**config.mk**
```make
export PLATFORM = sky130hd
export DESIGN_NAME = fetch_insn_queue
export DESIGN_NICKNAME = d
export VERILOG_FILES = /design/src/rtl/fetch_insn_queue_pkg.sv /design/src/rtl/fetch_insn_queue_fifo.sv /design/src/rtl/fetch_insn_queue.sv
export SDC_FILE = /design/constraint.sdc
export NUM_CORES = 1
export LEC_CHECK = 0
export CORE_ASPECT_RATIO = 2
export CORE_MARGIN = 2
export CORE_UTILIZATION = 52
export CTS_BUF_LIST = sky130_fd_sc_hd__clkbuf_2 sky130_fd_sc_hd__clkbuf_4 sky130_fd_sc_hd__clkbuf_8
export DETAILED_ROUTE_END_ITERATION = 7
export PLACE_DENSITY_LB_ADDON = 0.2
export RECOVER_POWER = 100
export SYNTH_ARGS = -nofsm -noshare
export SYNTH_HDL_FRONTEND = slang
export SYNTH_SLANG_ARGS = --single-unit
```
**constraint.sdc**
```tcl
create_clock -name clk_i -period 3 [get_ports clk_i]
set_input_delay 0.3 -clock clk_i [delete_from_list [all_inputs] [get_ports clk_i]]
set_output_delay 0.3 -clock clk_i [all_outputs]
set_load 0.05 [all_outputs]
```
**src/rtl/fetch_insn_queue_pkg.sv**
```systemverilog
// Shared types and line-geometry helpers for the fetch instruction queue.
package fetch_insn_queue_pkg;

  typedef logic [31:0] vaddr_t;
  typedef logic [31:0] insn_t;

  typedef struct packed {
    vaddr_t pc;
    insn_t  insn;
    logic   fault;
  } fetch_entry_t;

  typedef enum logic [1:0] {
    RUN   = 2'd0,
    DRAIN = 2'd1,
    HALT  = 2'd2
  } fetch_queue_state_t;

  localparam int unsigned DEFAULT_LINE_WIDTH = 128;
  localparam int unsigned DEFAULT_DEPTH      = 4;
  localparam vaddr_t      DEFAULT_RESET_PC   = 32'h8000_0000;

  function automatic int unsigned words_per_line(input int unsigned line_width);
    return line_width / 32;
  endfunction

  // Byte-offset bits inside a line, and the word-index bits within those.
  function automatic int unsigned line_offset_bits(input int unsigned line_width);
    return $clog2(line_width / 8);
  endfunction

  function automatic int unsigned word_index_bits(input int unsigned line_width);
    return $clog2(line_width / 32);
  endfunction

endpackage

```
**src/rtl/fetch_insn_queue_fifo.sv**
```systemverilog
// Circular FIFO of fetch entries; clear wins over enqueue, a full FIFO may
// enqueue in the same cycle it dequeues.
module fetch_entry_fifo
  import fetch_insn_queue_pkg::*;
#(
  parameter int unsigned DEPTH = DEFAULT_DEPTH
) (
  input  logic                     clk_i,
  input  logic                     rstN_i,
  input  logic                     clear_i,
  input  logic                     enq_i,
  input  fetch_entry_t             enqData_i,
  input  logic                     deq_i,
  output fetch_entry_t             deqData_o,
  output logic                     full_o,
  output logic                     empty_o,
  output logic [$clog2(DEPTH):0]   freeCount_o
);

  localparam int unsigned PW = $clog2(DEPTH);
  localparam logic [PW:0] DEPTH_C = (PW + 1)'(DEPTH);

  fetch_entry_t  mem_q [DEPTH];
  logic [PW-1:0] rdPtr_q, rdPtr_d;
  logic [PW-1:0] wrPtr_q, wrPtr_d;
  logic [PW:0]   count_q, count_d;
  logic          doEnq, doDeq;

  assign full_o      = (count_q == DEPTH_C);
  assign empty_o     = (count_q == '0);
  assign freeCount_o = DEPTH_C - count_q;
  assign deqData_o   = mem_q[rdPtr_q];

  assign doDeq = deq_i && !empty_o;
  assign doEnq = enq_i && (!full_o || doDeq);

  always_comb begin
    rdPtr_d = rdPtr_q;
    wrPtr_d = wrPtr_q;
    count_d = count_q;
    if (clear_i) begin
      rdPtr_d = '0;
      wrPtr_d = '0;
      count_d = '0;
    end else begin
      if (doDeq) rdPtr_d = rdPtr_q + PW'(1);
      if (doEnq) wrPtr_d = wrPtr_q + PW'(1);
      count_d = count_q + (PW + 1)'(doEnq) - (PW + 1)'(doDeq);
    end
  end

  always_ff @(posedge clk_i or negedge rstN_i) begin
    if (!rstN_i) begin
      rdPtr_q <= '0;
      wrPtr_q <= '0;
      count_q <= '0;
      for (int i = 0; i < DEPTH; i++) mem_q[i] <= '0;
    end else begin
      rdPtr_q <= rdPtr_d;
      wrPtr_q <= wrPtr_d;
      count_q <= count_d;
      if (doEnq && !clear_i) mem_q[wrPtr_q] <= enqData_i;
    end
  end

endmodule

```
**src/rtl/fetch_insn_queue.sv**
```systemverilog
// Slices fetched cache lines into per-instruction queue entries for decode.
// FETCH_INSN_QUEUE_BYPASS_EN: zero-latency bypass of an empty queue onto out*.
module fetch_insn_queue
  import fetch_insn_queue_pkg::*;
#(
  parameter int unsigned LINE_WIDTH = DEFAULT_LINE_WIDTH,
  parameter int unsigned DEPTH      = DEFAULT_DEPTH,
  parameter vaddr_t      RESET_PC   = DEFAULT_RESET_PC
) (
  input  logic                  clk_i,
  input  logic                  rstN_i,
  input  logic                  redirectValid_i,
  input  logic [31:0]           redirectPc_i,
  output logic [31:0]           fuNextPc_o,
  output logic                  fuFlush_o,
  output logic                  fuStall_o,
  input  logic                  fuValid_i,
  input  logic                  fuFault_i,
  input  logic [31:0]           fuPc_i,
  input  logic [LINE_WIDTH-1:0] fuLine_i,
  output logic                  outValid_o,
  input  logic                  outReady_i,
  output logic [31:0]           outPc_o,
  output logic [31:0]           outInsn_o,
  output logic                  outFault_o
);

  localparam int unsigned WPL   = words_per_line(LINE_WIDTH);
  localparam int unsigned OFF_W = line_offset_bits(LINE_WIDTH);
  localparam int unsigned IDX_W = word_index_bits(LINE_WIDTH);
  localparam int unsigned FC_W  = $clog2(DEPTH) + 1;
  localparam vaddr_t          LINE_BYTES = 32'(LINE_WIDTH / 8);
  localparam logic [IDX_W-1:0] LAST_IDX  = IDX_W'(WPL - 1);

  fetch_queue_state_t    state_q, state_d;
  vaddr_t                expectPc_q, expectPc_d;
  vaddr_t                drainPc_q, drainPc_d;
  logic [LINE_WIDTH-1:0] line_q, line_d;

  logic [31:0]      lineWord [WPL];
  logic [IDX_W-1:0] drainIdx;
  logic             accept, canEnq, enqValid, fifoEnq;
  fetch_entry_t     enqEntry, fifoHead, headEntry;
  logic             fifoFull, fifoEmpty;
  logic [FC_W-1:0]  freeCount;

  for (genvar gi = 0; gi < WPL; gi++) begin : g_word
    assign lineWord[gi] = line_q[gi*32 +: 32];
  end

  assign drainIdx = drainPc_q[OFF_W-1:2];
  assign accept   = fuValid_i && (fuPc_i == expectPc_q) && (state_q == RUN) && !redirectValid_i;
  // A slot is usable if free now or freed by this cycle's dequeue.
  assign canEnq   = !fifoFull || (!fifoEmpty && outReady_i);

  always_comb begin
    state_d    = state_q;
    expectPc_d = expectPc_q;
    drainPc_d  = drainPc_q;
    line_d     = line_q;
    enqValid   = 1'b0;
    enqEntry   = '0;
    if (redirectValid_i) begin
      state_d    = RUN;
      expectPc_d = redirectPc_i & ~32'd3;
      line_d     = '0;
    end else begin
      unique case (state_q)
        RUN: begin
          if (accept) begin
            expectPc_d = (fuPc_i & ~(LINE_BYTES - 32'd1)) + LINE_BYTES;
            if (fuFault_i) begin
              enqValid = 1'b1;
              enqEntry = '{pc: fuPc_i, insn: '0, fault: 1'b1};
              state_d  = HALT;
            end else begin
              line_d    = fuLine_i;
              drainPc_d = fuPc_i;
              state_d   = DRAIN;
            end
          end
        end
        DRAIN: begin
          if (canEnq) begin
            enqValid  = 1'b1;
            enqEntry  = '{pc: drainPc_q, insn: lineWord[drainIdx], fault: 1'b0};
            drainPc_d = drainPc_q + 32'd4;
            if (drainIdx == LAST_IDX) state_d = RUN;
          end
        end
        HALT: ;
        default: state_d = RUN;
      endcase
    end
  end

  always_ff @(posedge clk_i or negedge rstN_i) begin
    if (!rstN_i) begin
      state_q    <= RUN;
      expectPc_q <= RESET_PC;
      drainPc_q  <= '0;
      line_q     <= '0;
    end else begin
      state_q    <= state_d;
      expectPc_q <= expectPc_d;
      drainPc_q  <= drainPc_d;
      line_q     <= line_d;
    end
  end

  fetch_entry_fifo #(.DEPTH(DEPTH)) u_fifo (
    .clk_i       (clk_i),
    .rstN_i      (rstN_i),
    .clear_i     (redirectValid_i),
    .enq_i       (fifoEnq),
    .enqData_i   (enqEntry),
    .deq_i       (outReady_i),
    .deqData_o   (fifoHead),
    .full_o      (fifoFull),
    .empty_o     (fifoEmpty),
    .freeCount_o (freeCount)
  );

`ifdef FETCH_INSN_QUEUE_BYPASS_EN
  // An entry bypassing an empty queue and taken at once never occupies a slot.
  assign fifoEnq    = enqValid && !(fifoEmpty && outReady_i);
  assign outValid_o = !fifoEmpty || enqValid;
  assign headEntry  = fifoEmpty ? enqEntry : fifoHead;
`else
  assign fifoEnq    = enqValid;
  assign outValid_o = !fifoEmpty;
  assign headEntry  = fifoHead;
`endif

  assign outPc_o    = outValid_o ? headEntry.pc    : '0;
  assign outInsn_o  = outValid_o ? headEntry.insn  : '0;
  assign outFault_o = outValid_o && headEntry.fault;

  assign fuFlush_o  = redirectValid_i;
  assign fuNextPc_o = redirectValid_i ? (redirectPc_i & ~32'd3) : expectPc_q;
  assign fuStall_o  = (state_q != RUN) || (freeCount < FC_W'(2));

endmodule

```
==> summary.md, run 1 <==
| Metric | Value |
|---|---|
| Outcome | finished with violations |
| Failing checks | max-capacitance violations, max-slew violations |
| DR iter-0 viols | 1571 |
| R2r endpoint | u_fifo.count_q[2]$_DFF_PN0_ |
| Yosys cell types | 63 |
| Synth async-reset ratio | 1.00 |
| Vias per cell | 6.08 |
| CP Capture Type | output pin |
| IO Count | 298 |
| Worst-case clock buffer depth | 3 |
| Fin nets | 2538 |
| Power Density | 490 nW/um2 |
| Total wire length | 69500 um |
| CP Max Fanout | 42 |
| Placer Congestion | 0.939 |
| Critical Path RT | 2.70 ns |
| Initial antenna violation count | 5 |
| Post-route DRC | 0 |
| Router iterations before antenna repair | 7 |
| Worst skew pair latency | 0.66 ns |
| Worst hold stages | 2 |
| Hold WS | 0.0485 ns |
| Final Skew | 0.0319 ns |
| Maximum vdd drop | 0.359 mV |
| Min cycle time layout | 2.96 ns |
| Die Wd | 152 um |
| Final Max Tran Viols | 69 |
| Via count | 17812 |
| Worst Path Arrival | 2.66 ns |
| Critical path class | reg2out |
| Overall routing resource usage | 0.308 |
| Most common cell after layout, fill and taps aside | dfrtp_1 |
| Pleak | 13.0 nW |
| Post-synth EDFFs | 0 |
| Reg2Reg Depth | 11 |
| First-pass GRT wire length | 109000 um |
| Layout area overhead | 26.2% |
| Syn Area/Cell | 11.2 um2 |
| Core ar. | 43200 um2 |
| Fmax | 0.338 GHz |
| Max_slew headroom | -0.465 |
| Seq/Total Area, Yosys | 0.505 |
| Worst-path clk slew | 0.07 ns |
| TritonCTS clock tree | done |
| CTS Buf Count | 68 |
| # clock sinks | 459 |
| Core Rows | 108 |
| Share of cells above drive strength 1 | 0.210 |
| Post-Synthesis Cells | 2024 |
| Reg2reg setup slack | 0.05 ns |
| Vias in the first global route | 19033 |
| Worst-Margin Slew | 2.20 ns |
| Critical Path Start Type | flop |
| Initial core utilization | 0.526 |
| Input/output buffers | 293 |
| Final critical-path share of the clock period | 0.987 |
| Die height | 300 um |
| Routed len/inst | 23.7 um |
| Top FF cell, synth | dfrtp_1 |
| Antenna Nets Post-Route | 0 |
| Root Driver | clkbuf_8 |
| Grt total ovfl | 0 |
| Final core occ | 0.664 |
| Final hold violations | 0 |
| Yosys warnings | 0 |
| Most frequent cells in the layout | dfrtp_1, nand2_1, clkdlybuf4s50_1 |
| Hold Path Sink | u_fifo.count_q[1]$_DFF_PN0_ |
| Yosys reg bits | 459 |
| Die area | 45500 um2 |
| Final Setup Violations | 0 |
| Worst Hold Class | in2reg |
| Min-delay src | redirectValid_i |
| Synthesized area | 22700 um2 |
| Largest net degree at the start of global routing | 99 |
| Worst r2r src | expectPc_q[20]$_DFFE_PN0P_ |
| Post-detail-place hpwl | 49500 um |
| Max_cap viols | 1 |
| H-tree depth | 3 |
## stage by stage
step	setup TNS [ns]	worst slack [ns]	instances	power, mW	instance area, um2
4_1_cts	0	0.114	2925	14.2	28900
2_1_floorplan	0	0.00498	2025	7.76	22800
6_report	0	0.0394	2930	14.1	28700
5_1_grt	-0.294	-0.0698	2930	14.6	28700
3_3_place_gp	-3.86	-0.209	2804	8.79	27400
3_5_place_dp	-4.88	-0.207	2804	8.82	27400
## registers in the layout (all words and copies together), names as in the netlist
name            count
expectPc_q         30
line_q            128
state_q             2
drainPc_q          32
u_fifo.count_q      3
u_fifo.rdPtr_q      2
u_fifo.mem_q      260
u_fifo.wrPtr_q      2
## how the worst max path moves through the flow
stage	start	to	slack [ns]	depth (start not counted)
2_1_floorplan	u_fifo.count_q[1]$_DFF_PN0_	u_fifo.count_q[2]$_DFF_PN0_	0.005	16
3_3_place_gp	fuPc_i[20]	u_fifo.count_q[2]$_DFF_PN0_	-0.21	12
3_5_place_dp	fuPc_i[20]	u_fifo.count_q[2]$_DFF_PN0_	-0.21	12
4_1_cts	u_fifo.count_q[1]$_DFF_PN0_	outInsn_o[14]	0.11	7
5_1_grt	expectPc_q[20]$_DFFE_PN0P_	u_fifo.count_q[2]$_DFF_PN0_	-0.07	11
6_report	u_fifo.rdPtr_q[1]$_DFFE_PN0P_	outInsn_o[8]	0.04	4
## cells by family after synthesis
family,count (synthesis),share of synthesized area
compound gates,465,0.139
xor+xnor,60,0.0231
fa+ha+maj,12,0.00693
buf+inv,229,0.0424
flops,459,0.505
mux,245,0.171
other cells,1,0.000165
simple gates,553,0.113
## synth_stat cells (4+ instances only)
cell | instances | area, um2
a21oi_1 | 151 | 756
o22ai_1 | 7 | 43.8
nand4_1 | 19 | 119
nand3_1 | 19 | 95.1
dfrtp_1 | 458 | 11500
nor4_1 | 11 | 68.8
xor2_1 | 38 | 333
buf_2 | 45 | 225
mux2_2 | 79 | 890
a21o_1 | 9 | 67.6
or3_1 | 4 | 25.0
buf_1 | 14 | 52.6
mux4_2 | 97 | 2180
nor2_1 | 42 | 158
nand2_1 | 318 | 1190
a22o_1 | 168 | 1470
o2bb2ai_1 | 7 | 61.3
xnor2_1 | 22 | 193
nand2b_1 | 6 | 37.5
and2_1 | 68 | 425
a22oi_1 | 4 | 30.0
mux2_1 | 28 | 315
buf_6 | 5 | 56.3
o21ai_0 | 78 | 390
nor3_1 | 21 | 105
or4_1 | 4 | 30.0
mux2i_1 | 25 | 250
and3_1 | 20 | 125
inv_1 | 47 | 176
clkbuf_1 | 115 | 432
o22a_1 | 11 | 96.3
a31oi_1 | 10 | 62.6
nor2b_1 | 4 | 25.0
ha_1 | 11 | 138
and4_1 | 5 | 43.8
mux2_4 | 16 | 240
## timing repair
action / in CTS / in global routing
gates resized for setup: 2 / 4
hold endpoints to repair: 67 / 0
buffers inserted: 2 / 0
setup endpoints to repair: 28 / 5
hold buffers: 2 / 0
pin swaps: 0 / 0
## area by class of cell
class                      count  area [um2]
timing repair buffer         415        4620
fill                        3370       14500
sequential                   459       11500
multi-input combinational   1337       10300
clock inverter                13         114
tap                          550         688
inverter                      47         181
antenna                        5        12.5
clock buffer                 104        1310
## where the power goes
part,internal (mW),leakage (nW),switching (mW)
logic,0.935,5.93,1.37
registers,6.27,6.31,0.121
clock network,2.83,0.763,2.55
total,10.0,13.0,4.04
## layer usage
metal | track usage | up-vias | share of wire
met1 | 0.332 | 8991 | 0.34
met2 | 0.562 | 748 | 0.54
met4 | 0.195 | 0 | 0.071
li1 | - | 7861 | -
met3 | 0.0464 | 212 | 0.052
met5 | 0 | - | 0
## worst max-delay path: stages, from the launching register on
cell and delay, ns:
dfrtp_2 0.64, buf_6 0.48, mux4_2 0.45, and2_0 0.22, buf_12 0.16
(Power assumes the default switching activity.)
==> run 2: changes to the inputs <==
- CAP_MARGIN: unset -> 20
==> results of run 2 <==
The final DEF is identical to that of run 1; final timing and power are the same.
